`src/rtl/riscv_pkg.sv`:
```
// rtl/riscv_pkg.sv - shared RV32I constants, controller state and instruction class types
package riscv_pkg;

  localparam logic [3:0] ALU_ADD  = 4'b0000;
  localparam logic [3:0] ALU_SUB  = 4'b0001;
  localparam logic [3:0] ALU_SLL  = 4'b0010;
  localparam logic [3:0] ALU_SLT  = 4'b0011;
  localparam logic [3:0] ALU_SLTU = 4'b0100;
  localparam logic [3:0] ALU_XOR  = 4'b0101;
  localparam logic [3:0] ALU_SRL  = 4'b0110;
  localparam logic [3:0] ALU_SRA  = 4'b0111;
  localparam logic [3:0] ALU_OR   = 4'b1000;
  localparam logic [3:0] ALU_AND  = 4'b1001;
  localparam logic [3:0] ALU_NULL = 4'b1010;

  localparam logic [6:0] OP_R     = 7'b0110011;
  localparam logic [6:0] OP_IALU  = 7'b0010011;
  localparam logic [6:0] OP_LOAD  = 7'b0000011;
  localparam logic [6:0] OP_STORE = 7'b0100011;

  localparam logic [6:0] F7_BASE = 7'b0000000;
  localparam logic [6:0] F7_ALT  = 7'b0100000;

  typedef enum logic [2:0] {FETCH, DECODE, EXECUTE, MEM, WRITEBACK} state_t;
  typedef enum logic [2:0] {R, IALU, LOAD, STORE, ILLEGAL} class_t;

  // alt selects SUB for funct3 000 and SRA for funct3 101
  function automatic logic [3:0] f3_to_aluop(input logic [2:0] f3, input logic alt);
    case (f3)
      3'b000:  return alt ? ALU_SUB : ALU_ADD;
      3'b001:  return ALU_SLL;
      3'b010:  return ALU_SLT;
      3'b011:  return ALU_SLTU;
      3'b100:  return ALU_XOR;
      3'b101:  return alt ? ALU_SRA : ALU_SRL;
      3'b110:  return ALU_OR;
      default: return ALU_AND;
    endcase
  endfunction

endpackage

```
`src/rtl/alu_decoder.sv`:
```
// rtl/alu_decoder.sv - combinational opcode/funct3/funct7 to {aluop, class} decode
module alu_decoder
  import riscv_pkg::*;
(
  input  logic [6:0] opcode,
  input  logic [2:0] funct3,
  input  logic [6:0] funct7,
  output logic [3:0] aluop,
  output class_t     iclass
);

  logic r_legal;
  logic i_legal;

  assign r_legal = (funct7 == F7_BASE) ||
                   ((funct7 == F7_ALT) && ((funct3 == 3'b000) || (funct3 == 3'b101)));
  // Only the shift-immediates carry funct7 bits; other I-ALU ops use them as immediate
  assign i_legal = !((funct3 == 3'b001) && (funct7 != F7_BASE)) &&
                   !((funct3 == 3'b101) && (funct7 != F7_BASE) && (funct7 != F7_ALT));

  always_comb begin
    aluop  = ALU_NULL;
    iclass = ILLEGAL;
    case (opcode)
      OP_R: begin
        if (r_legal) begin
          iclass = R;
          aluop  = f3_to_aluop(funct3, funct7[5]);
        end
      end
      OP_IALU: begin
        if (i_legal) begin
          iclass = IALU;
          aluop  = f3_to_aluop(funct3, (funct3 == 3'b101) && funct7[5]);
        end
      end
      OP_LOAD: begin
        iclass = LOAD;
        aluop  = ALU_ADD;
      end
      OP_STORE: begin
        iclass = STORE;
        aluop  = ALU_ADD;
      end
      default: ;
    endcase
  end

endmodule

```
`src/rtl/multicycle_controller.sv`:
```
// rtl/multicycle_controller.sv - FETCH/DECODE/EXECUTE/MEM/WRITEBACK sequencer for the RV32I datapath
module multicycle_controller
  import riscv_pkg::*;
(
  input  logic       clk,
  input  logic       rst,
  input  logic [6:0] opcode,
  input  logic [2:0] funct3,
  input  logic [6:0] funct7,
  input  logic       mem_ready,
  output logic       mem_req,
  output logic       mem_we,
  output logic       mem_sel_addr,
  output logic       ir_en,
  output logic       pc_en,
  output logic       alu_en,
  output logic [3:0] aluop,
  output logic       sel_b,
  output logic       rf_en,
  output logic       wb_sel,
  output logic       illegal
);

  state_t     state_q, state_d;
  class_t     class_q;
  class_t     dec_class;
  logic [3:0] aluop_q;
  logic [3:0] dec_aluop;

  alu_decoder u_alu_decoder (
    .opcode (opcode),
    .funct3 (funct3),
    .funct7 (funct7),
    .aluop  (dec_aluop),
    .iclass (dec_class)
  );

  always_ff @(posedge clk) begin
    if (rst) begin
      state_q <= FETCH;
      class_q <= ILLEGAL;
      aluop_q <= ALU_NULL;
    end else begin
      state_q <= state_d;
      if (state_q == DECODE) begin
        class_q <= dec_class;
        aluop_q <= dec_aluop;
      end
    end
  end

  // Outputs are forced idle while rst is high so an abandoned access leaves no side effects
  always_comb begin
    state_d      = state_q;
    mem_req      = 1'b0;
    mem_we       = 1'b0;
    mem_sel_addr = 1'b0;
    ir_en        = 1'b0;
    pc_en        = 1'b0;
    alu_en       = 1'b0;
    aluop        = ALU_NULL;
    sel_b        = 1'b0;
    rf_en        = 1'b0;
    wb_sel       = 1'b0;
    illegal      = 1'b0;
    if (!rst) begin
      case (state_q)
        FETCH: begin
          mem_req = 1'b1;
          ir_en   = mem_ready;
          if (mem_ready) state_d = DECODE;
        end
        DECODE: begin
          if (dec_class == ILLEGAL) begin
            illegal = 1'b1;
            pc_en   = 1'b1;
            state_d = FETCH;
          end else begin
            state_d = EXECUTE;
          end
        end
        EXECUTE: begin
          alu_en  = 1'b1;
          aluop   = aluop_q;
          sel_b   = (class_q != R);
          state_d = ((class_q == R) || (class_q == IALU)) ? WRITEBACK : MEM;
        end
        MEM: begin
          mem_req      = 1'b1;
          mem_sel_addr = 1'b1;
          mem_we       = (class_q == STORE);
          if (mem_ready) begin
            pc_en   = (class_q == STORE);
            state_d = (class_q == STORE) ? FETCH : WRITEBACK;
          end
        end
        WRITEBACK: begin
          rf_en   = 1'b1;
          wb_sel  = (class_q == LOAD);
          pc_en   = 1'b1;
          state_d = FETCH;
        end
        default: state_d = FETCH;
      endcase
    end
  end

endmodule

```
`config.mk`:
```
export PLATFORM = sky130hd
export DESIGN_NAME = multicycle_controller
export DESIGN_NICKNAME = d
export VERILOG_FILES = /design/src/rtl/riscv_pkg.sv /design/src/rtl/alu_decoder.sv /design/src/rtl/multicycle_controller.sv
export SDC_FILE = /design/constraint.sdc
export NUM_CORES = 1
export LEC_CHECK = 0
export CORE_AREA = 2 2 40 57
export CTS_CLUSTER_DIAMETER = 200
export CTS_CLUSTER_SIZE = 24
export DETAILED_ROUTE_END_ITERATION = 8
export DIE_AREA = 0 0 42 59
export PLACE_DENSITY_LB_ADDON = 0.25
export SYNTH_ARGS = -nofsm -noshare
export SYNTH_HDL_FRONTEND = slang
export SYNTH_SLANG_ARGS = --single-unit
```
`constraint.sdc`:
```
create_clock -name clk -period 2.1 [get_ports clk]
set_input_delay 0.315 -clock clk [delete_from_list [all_inputs] [get_ports clk]]
set_output_delay 0.315 -clock clk [all_outputs]
set_load 0.01 [all_outputs]
```
==> results.cfg <==
[run_status]
outcome = finished with violations
failed_checks = setup timing

[synthesis]
ys_seq_area_share_pct = 26.4
ys_types = 37
synthesis.nets = 125
synthCells = 105
avgSynthCellArea_um2 = 7.21
synth_area_um2 = 757
ys_ff_latch = 10
yosys_warnings = 0

[finish]
regArea_um2 = 203
nFillCells = 155
nets = 190
utilization_pct = 72.1
drive_gt1_share_pct = 32.1
multi_input_area_um2 = 567
antenna_cells = 0
area_growth_pct = 83.3

[clock_tree]
cts_root_buf = clkbuf_4
clk_pin_slew_ns = 0.06
clockBufferDepth = 2
cts_tree = yes
cts_made_buffers = 3
clock_sinks = 10
insertion_delay_ns = 0.25
cts.htree.levels = 1
holdBufCountCts = 0

[timing]
setup_slack_ns = -0.0122
relSlewSlack_pct = 77.4
tightest_slew_ns = 0.337
fin_skew_ns = 0.00230
fin_crit_sh_pct = 101
slew_violations = 0
fmax_mhz = 473
final.min_clock_period_ns = 2.11
hold_viol_final = 0
setup_viol = 1
rsz0062_at_grt = yes

[setup_path]
worstPathArrival_ns = 1.80
critical_path_class = in -> out
cp_cell_sequence = clkdlybuf4s15_1 -> or4_4 -> nor3_4 -> nor2_2 -> o31ai_1 -> a31oi_1 -> buf_2
cp-start-kind = input port
required_ns = 1.78
critPathMaxStageDelay_ns = 0.55
critPathSlowestCell = or4_4
crit_fanout = 3
crit_path_end_kind = primary output

[pwr]
ir_drop_mv = 0.357
p_per_area_nw_per_um2 = 319
p_leak_nw = 0.612
total_power_w = 0.000443

[route]
dr.pass1.iters = 4
wl_per_cell_um = 11.7
drc = 0
vias = 993
vias_per_cell = 5.25
drt_iter0_drc = 22
wl_mm = 2.21
ant_nets = 0

[grt]
grt_usage_pct = 19.5
overflow = 0
grt_pass1_wl_mm = 3.86
grt_max_degree = 9
antenna_found_initial = 0
grt_pass1_vias = 984

[placed_design]
place_ws_ns = -0.530
gp_congestion = 0.956
port_buffers = 33
dp_hpwl_mm = 1.89

[floorplanning]
start_util_pct = 39.3
die_h_um = 59
rows = 19
die_x_um = 42
die_area_um2 = 2480
io_pins = 34
core_um2 = 1930

[job]
maxCapViolations = 0

[worst_hold_path]
min_path_type = reg -> reg
[area by class of cell]
class,count,share of cell area (%)
clock buffers,3,1.62
inverters,2,0.541
multi-input cells,88,40.8
flip-flops and latches,10,14.6
well taps,21,1.89
repair buffers,65,40.5
[cells in the final DEF, fill, tap and decap left out, drive strengths merged, types with 3 or more instances in the layout]
| master | instances |
|---|---|
| nor2b | 4 |
| nor3 | 7 |
| and3 | 3 |
| clkdlybuf4s50 | 20 |
| and2 | 3 |
| clkbuf | 3 |
| dlymetal6s2s | 3 |
| nand2 | 9 |
| clkdlybuf4s15 | 3 |
| o21ai | 9 |
| dfxtp | 10 |
| nand2b | 7 |
| nor2 | 14 |
| a21oi | 8 |
| buf | 34 |
| dlygate4sd2 | 5 |
[worst paths after layout]
check | startpoint | endpoint | slack [ns] | depth (start not counted)
min reg2reg | aluop_q[2]$_SDFFE_PP0N_ | aluop_q[2]$_SDFFE_PP0N_ | 0.48 | 1
max | funct7[3] | pc_en | -0.01 | 7
max reg2reg | state_q[1]$_SDFFE_PP0P_ | aluop_q[1]$_SDFFE_PP1N_ | 0.45 | 6
min | aluop_q[2]$_SDFFE_PP0N_ | aluop_q[2]$_SDFFE_PP0N_ | 0.48 | 1
[cell usage after synthesis, drive strengths merged]
| cell | n | share of area [%] |
|---|---|---|
| o31ai | 1 | 0.99 |
| a22o | 1 | 1.2 |
| nand2b | 7 | 5.8 |
| and2 | 3 | 2.5 |
| o31a | 1 | 1.2 |
| or3 | 2 | 2.3 |
| nand4 | 2 | 1.7 |
| a41o | 1 | 1.3 |
| and3 | 3 | 2.5 |
| nor4b | 1 | 2.0 |
| nand3b | 1 | 0.99 |
| nor3 | 7 | 5.9 |
| nor4 | 1 | 0.83 |
| inv | 2 | 0.99 |
| xor2 | 1 | 1.2 |
| nor3b | 1 | 0.99 |
| clkbuf | 5 | 2.5 |
| a32o | 1 | 1.3 |
| a21o | 1 | 1.2 |
| nand2 | 9 | 4.5 |
| o211ai | 1 | 0.99 |
| dfxtp | 10 | 26 |
| nor2b | 4 | 3.3 |
| a21oi | 8 | 5.8 |
| o21ai | 9 | 5.9 |
| a31oi | 1 | 0.83 |
| mux2i | 1 | 1.3 |
| nand3 | 2 | 1.3 |
| or2 | 1 | 0.83 |
| or4 | 2 | 2.5 |
| o41ai | 1 | 2.1 |
| nor2 | 14 | 6.9 |
[state kept, by name (all words and copies together) (netlist names)]
name     cells
aluop_q      4
class_q      3
state_q      3
[cells by family (layout without fill, tap and decap cells)]
group / count (synthesis) / after routing / synth area share (%)
AND/OR/NAND/NOR: 60 / 60 / 44.8
AO/OA/AOI/OAI: 26 / 26 / 22.8
flip-flops: 10 / 10 / 26.4
buffers and inverters: 7 / 70 / 3.47
XOR/XNOR: 1 / 1 / 1.16
multiplexers: 1 / 1 / 1.32
[worst max-delay path: cells and delay by family]
family          cells  cell delay, ns
simple gates        3            0.82
buf+inv             2            0.31
compound gates      2            0.36
[through the flow]
step / cells / area [µm²] / hold WS [ns] / setup TNS [ns]
final: 189 / 1390 / 0.476 / -0.0122
after global routing: 189 / 1390 / 0.499 / -0.0896
after CTS: 189 / 1370 / 0.478 / -0.0192
after detailed placement: 183 / 1310 / 0.459 / -2.18
after global placement: 183 / 1310 / 0.449 / -1.89
after floorplan: 105 / 757 / 0.434 / 0
[repair_timing]
item | 4_1_cts | 5_1_grt
pin swaps | 7 | 3
endpoints found under the hold margin | 0 | 0
buffers inserted | 3 | 0
setup endpoints to repair | 11 | 9
gates resized for setup | 27 | 5
[per-layer routing]
layer  up-vias  GRT usage, %  wire [µm]
met1       466          20.3        890
met4         0          6.91         19
li1        505             -          -
met5         -             0          0
met3         2          2.13         71
met2        20          39.5       1230
[power breakdown]
part,internal [W],switching (W),total [W]
registers,0.000192,0.00000225,0.000194
logic,0.0000762,0.0000531,0.000129
clock network,0.0000656,0.0000543,0.000120
No activity file was read; power rests on OpenSTA's default activity.
